File: config.mk
export PLATFORM = sky130hd
export DESIGN_NAME = xorexec_ififo_feeder
export DESIGN_NICKNAME = d
export VERILOG_FILES = /design/src/rtl/xorexec_pkg.sv /design/src/rtl/xorexec_sync_fifo.sv /design/src/rtl/xorexec_ififo_feeder.sv
export SDC_FILE = /design/constraint.sdc
export NUM_CORES = 1
export LEC_CHECK = 0
export BUFFER_PORTS_ARGS = -buffer_cell sky130_fd_sc_hd__buf_2
export CELL_PAD_IN_SITES_DETAIL_PLACEMENT = 1
export CELL_PAD_IN_SITES_GLOBAL_PLACEMENT = 2
export CORE_MARGIN = 2
export CORE_UTILIZATION = 34
export DETAILED_ROUTE_END_ITERATION = 8
export PLACE_DENSITY_LB_ADDON = 0.1
export SYNTH_ARGS = -nofsm -noshare
export SYNTH_HDL_FRONTEND = slang
export SYNTH_SLANG_ARGS = --single-unit
File: constraint.sdc
create_clock -name clk -period 2 [get_ports clk]
set_input_delay 0.2 -clock clk [delete_from_list [all_inputs] [get_ports clk]]
set_output_delay 0.2 -clock clk [all_outputs]
set_load 0.005 [all_outputs]
File: src/rtl/xorexec_pkg.sv
// Shared xorexec types and constants: feeder FSM states, datapath width, smallest legal idata.
package xorexec_pkg;

    localparam int XOREXEC_DWIDTH = 8;
    localparam logic [XOREXEC_DWIDTH-1:0] XOREXEC_MIN_DATA = 8'h04;

    typedef enum logic [1:0] {
        IDLE  = 2'd0,
        ARMED = 2'd1,
        GAP   = 2'd2
    } feeder_state_e;

    function automatic logic [XOREXEC_DWIDTH-1:0] clamp_min(
        input logic [XOREXEC_DWIDTH-1:0] d,
        input logic [XOREXEC_DWIDTH-1:0] lo
    );
        return (d < lo) ? lo : d;
    endfunction

endpackage

File: src/rtl/xorexec_sync_fifo.sv
// Generic synchronous FIFO; head is the combinational view of the oldest entry.
// Write is ignored while full even when a read happens in the same cycle.
module xorexec_sync_fifo #(
    parameter int DWIDTH = 8,
    parameter int DEPTH  = 4
) (
    input  logic              clk,
    input  logic              rst,
    input  logic              wr,
    input  logic [DWIDTH-1:0] wdata,
    input  logic              rd,
    output logic              full,
    output logic              empty,
    output logic [DWIDTH-1:0] head
);
    localparam int AW = $clog2(DEPTH);

    logic [DWIDTH-1:0] mem [DEPTH];
    // Extra MSB on each pointer separates full from empty when the indices match.
    logic [AW:0]       wptr;
    logic [AW:0]       rptr;
    logic              wr_en;
    logic              rd_en;

    assign empty = (wptr == rptr);
    assign full  = (wptr[AW] != rptr[AW]) && (wptr[AW-1:0] == rptr[AW-1:0]);
    assign wr_en = wr && !full;
    assign rd_en = rd && !empty;
    assign head  = mem[rptr[AW-1:0]];

    always_ff @(posedge clk) begin
        if (wr_en) begin
            mem[wptr[AW-1:0]] <= wdata;
        end
    end

    always_ff @(posedge clk) begin
        if (rst) begin
            wptr <= '0;
            rptr <= '0;
        end else begin
            if (wr_en) wptr <= wptr + (AW+1)'(1);
            if (rd_en) rptr <= rptr + (AW+1)'(1);
        end
    end

endmodule

File: src/rtl/xorexec_ififo_feeder.sv
// Filters a valid/ready byte stream, buffers it and pushes into the xorexec input FIFO (XOREXEC_FEEDER_CLAMP_EN clamps instead of dropping).
// Latency: accept N -> staged N+1 -> push N+2; at most one push every other cycle.
// Backpressure: in_ready falls when the buffer is full; ififo_not_full low holds the staged byte indefinitely.
module xorexec_ififo_feeder
    import xorexec_pkg::*;
#(
    parameter int                DWIDTH   = XOREXEC_DWIDTH,
    parameter int                DEPTH    = 4,
    parameter logic [DWIDTH-1:0] MIN_DATA = DWIDTH'(XOREXEC_MIN_DATA)
) (
    input  logic              clk,
    input  logic              rst_n,
    input  logic              in_valid,
    output logic              in_ready,
    input  logic [DWIDTH-1:0] in_data,
    input  logic              ififo_not_full,
    output logic              ififo_push,
    output logic [DWIDTH-1:0] idata,
    output logic [15:0]       drop_cnt,
    output logic              busy
);
    feeder_state_e     state;
    feeder_state_e     state_nxt;
    logic              rst;
    logic              accept;
    logic              below;
    logic              buf_wr;
    logic [DWIDTH-1:0] buf_wdata;
    logic              buf_full;
    logic              buf_empty;
    logic [DWIDTH-1:0] buf_head;
    logic              load;
    logic              push;

    assign rst      = !rst_n;
    assign in_ready = !buf_full || !rst_n;
    assign accept   = in_valid && in_ready;
    assign below    = (in_data < MIN_DATA);

`ifdef XOREXEC_FEEDER_CLAMP_EN
    assign buf_wr    = accept;
    assign buf_wdata = below ? MIN_DATA : in_data;
`else
    assign buf_wr    = accept && !below;
    assign buf_wdata = in_data;
`endif

    xorexec_sync_fifo #(
        .DWIDTH (DWIDTH),
        .DEPTH  (DEPTH)
    ) u_buf (
        .clk   (clk),
        .rst   (rst),
        .wr    (buf_wr),
        .wdata (buf_wdata),
        .rd    (load),
        .full  (buf_full),
        .empty (buf_empty),
        .head  (buf_head)
    );

    always_ff @(posedge clk) begin
        if (!rst_n) begin
            state <= IDLE;
        end else begin
            state <= state_nxt;
        end
    end

    // GAP exists solely so two pushes never land on adjacent cycles.
    always_comb begin
        state_nxt = state;
        load      = 1'b0;
        push      = 1'b0;
        case (state)
            IDLE: begin
                if (!buf_empty) begin
                    load      = 1'b1;
                    state_nxt = ARMED;
                end
            end
            ARMED: begin
                push = ififo_not_full;
                if (ififo_not_full) state_nxt = GAP;
            end
            GAP: begin
                if (!buf_empty) begin
                    load      = 1'b1;
                    state_nxt = ARMED;
                end else begin
                    state_nxt = IDLE;
                end
            end
            default: state_nxt = IDLE;
        endcase
    end

    assign ififo_push = push && rst_n;
    assign busy       = rst_n && (!buf_empty || (state != IDLE));

    always_ff @(posedge clk) begin
        if (!rst_n) begin
            idata <= MIN_DATA;
        end else if (load) begin
            idata <= buf_head;
        end
    end

    always_ff @(posedge clk) begin
        if (!rst_n) begin
            drop_cnt <= '0;
        end else if (accept && below && (drop_cnt != 16'hFFFF)) begin
            drop_cnt <= drop_cnt + 16'd1;
        end
    end

endmodule

==> impl_results.md <==
- Vias per cell: 4.95
- Clock slew at reported path FFs: 80 ps
- Share of layout cells above drive strength 1: between 30 and 40%
- Clock sinks: 64
- Final ANT Viol Nets: 0
- Width of the die: between 90 and 100 um
- EDFF count, synth: 32
- Number of max-cap violations: 0
- Worst Path Arrival: 2070 ps
- Worst Setup Path Type: reg2reg
- GRT Util Overall: between 15 and 20%
- TritonCTS clock tree: built
- Cells after synthesis: between 200 and 250
- H-tree levels: 3
- Initial Util: 35.5%
- I/O pin total: 39
- Largest net degree at the start of global routing: 27
- First-pass GRT wire length: 10300 um
- First-pass DRT Iterations: 4
- Tmin final: between 1500 and 2000 ps
- Final period util: about 92%
- Fin Clk Skew: around 9.9 ps
- Post-DP HPWL: around 4600 um
- Critical Path Sink Type: register
- Top-area cell type share of the netlist area: about a third
- Cell row count: 32
- Mapped Nets: about 240
- Final core occ: a little over two fifths
- Cts hold-fix bufs: 0
- # port buffers: 38
- WL/cell: 16.8 um
- Setup TNS Final: 0 ps
- Final setup vio count: 0
- Final nets: 296
- Highest ir drop seen on vdd: 580 uV
- Cell taking the most area after synthesis: edfxtp_1
- Die H: ~94 um
- Relative slew slack: about two thirds
- Setup WS pre-CTS: 67.7 ps
- Setup ws final: around 150 ps
- Cell Area, Synth: 2770 um^2
- CTS Buffer Depth: 2
- CP Max Fanout: 15
- Antenna diodes: 0
- Area Overhead vs Synth: 22.6%
- Post-synthesis sequential area ratio: between 50% and 60%
- TritonCTS Buffers: 9
- P per Cell Area: ~1100 nW/um^2
- Fmax: between 500 and 600 MHz
- Final Hold Vio Count: 0
- Startpoint Class: register
- Ys Warns: 0
- #FFs+latches synth: 64
- Hold Crit Class: in2reg
- Die Area: slightly below 9000 um^2
- Synth Flop Type: edfxtp_1
- Number of vias in the routed layout: about 1900
- GRT overflow: 0
- Starting DRC count in detailed routing: 89
- GP Congestion: 0.714
- CP Data Required Time: ~2200 ps
- Leading cell types by total area after synthesis: edfxtp_1 35%, dfxtp_1 23%, mux4_2 6.5%
- Least-Margin Pin Slew: a little under 500 ps
- Status: finished clean
- Routed WL: 6470 um
- Fin. max-slew vios: 0
- Async S/R FF share, synth: 0%
- Core area: 7810 um^2
- Post-synth cell types: 41
- Root Driver: clkbuf_8
- Leakage power: 1.31 nW
- Post-synth top cells: 32 x dfxtp_1, 32 x edfxtp_1, 21 x nor2_1, 14 x mux2i_1, 10 x nand2_1
- Syn Area/Cell: ~13 um^2
- Antenna violations before repair: 0
- DR DRC count: 0
- Number of global-route vias before repair: 1896
- RSZ-0062 raised after global routing: false
- Worst skew pair latency: about 340 ps
==> logic make-up (layout without fill, tap and decap cells) <==
family,after synthesis,in the layout,synth area share (%)
flip-flops,64,64,57.8
buffers and inverters,14,77,3.07
multiplexers,22,22,11.6
AND/OR/NAND/NOR,78,78,16.0
XOR/XNOR,11,11,3.48
AO/OA/AOI/OAI,25,25,5.42
adder cells (fa/ha/maj),6,6,2.71
==> registers in the layout, indices dropped and copies added, names as in the netlist <==
| register | cells |
|---|---|
| u_buf.mem | 32 |
| drop_cnt | 16 |
| idata | 8 |
| u_buf.rptr | 3 |
| u_buf.wptr | 3 |
| state | 2 |
==> final cells by class <==
cell class	instances	area, um^2
clock buffer	9	124
sequential	64	1600
multi-input combinational	142	1090
tap	102	128
timing repair buffer	57	333
inverter	4	15.0
clock inverter	7	103
fill	868	4410
==> layer usage <==
| layer | GRT usage, % | up-vias | wire length, um |
|---|---|---|---|
| met5 | 0 | - | 0 |
| met3 | 4.33 | 6 | 198 |
| met4 | 5.43 | 0 | 68 |
| met1 | 23.4 | 929 | 3340 |
| li1 | - | 940 | - |
| met2 | 22.7 | 31 | 2860 |
==> repair_timing <==
item / CTS / global route
resized for setup: 0 / 2
endpoints found under the setup margin: 0 / 8
setup buffers: 0 / 0
==> worst max-delay path, stage by stage, from the launching register on <==
cell	delay [ps]
dfxtp_2	360
ha_2	200
nand3_2	120
or4_4	570
nand3_2	110
buf_4	190
or3_1	130
a21oi_1	50
==> path summary, 6_finish.rpt <==
check             depth (start not counted)  slack (ps)                     start                   endpoint
setup / recovery                          7         150  drop_cnt[1]$_SDFFE_PN0P_   drop_cnt[7]$_SDFFE_PN0P_
hold / removal                            1          90                in_data[1]  u_buf.mem[1][1]$_DFFE_PP_
hold reg to reg                           2         490     idata[2]$_SDFFE_PN1P_      idata[2]$_SDFFE_PN1P_
setup reg to reg                          7         150  drop_cnt[1]$_SDFFE_PN0P_   drop_cnt[7]$_SDFFE_PN0P_
==> cells in the final DEF (no fill, tap or decap), types with 3 or more instances in the layout <==
cell type  instances
and4_1             3
mux4_2             8
and3_1             3
dfxtp_1           31
or3_1              8
o21ai_1            8
xor2_1             3
nand4_1            7
buf_4             19
nand2_1           10
xnor2_1            8
nand3_1            7
a21oi_1            9
ha_1               5
nand2b_1           3
mux2i_1           14
nor2_1            21
buf_2             38
and2_1             5
edfxtp_1          32
clkbuf_8           9
==> stage by stage <==
stage | area (um^2) | cells | hold WS, ps | total power (W)
3_3_place_gp | 3170 | 369 | 431 | 0.00244
5_1_grt | 3400 | 385 | 69.4 | 0.00388
6_report | 3400 | 385 | 91.6 | 0.00367
3_5_place_dp | 3170 | 369 | 440 | 0.00246
2_1_floorplan | 2770 | 220 | 299 | 0.00218
4_1_cts | 3390 | 385 | 70.7 | 0.00374
==> report_power, final <==
part | switching, W | internal, W | total, W
clock | 0.000544 | 0.000714 | 0.00126
combinational | 0.000422 | 0.000405 | 0.000828
sequential | 0.0000634 | 0.00152 | 0.00158
Note: power is estimated with default switching activity, not from simulation.
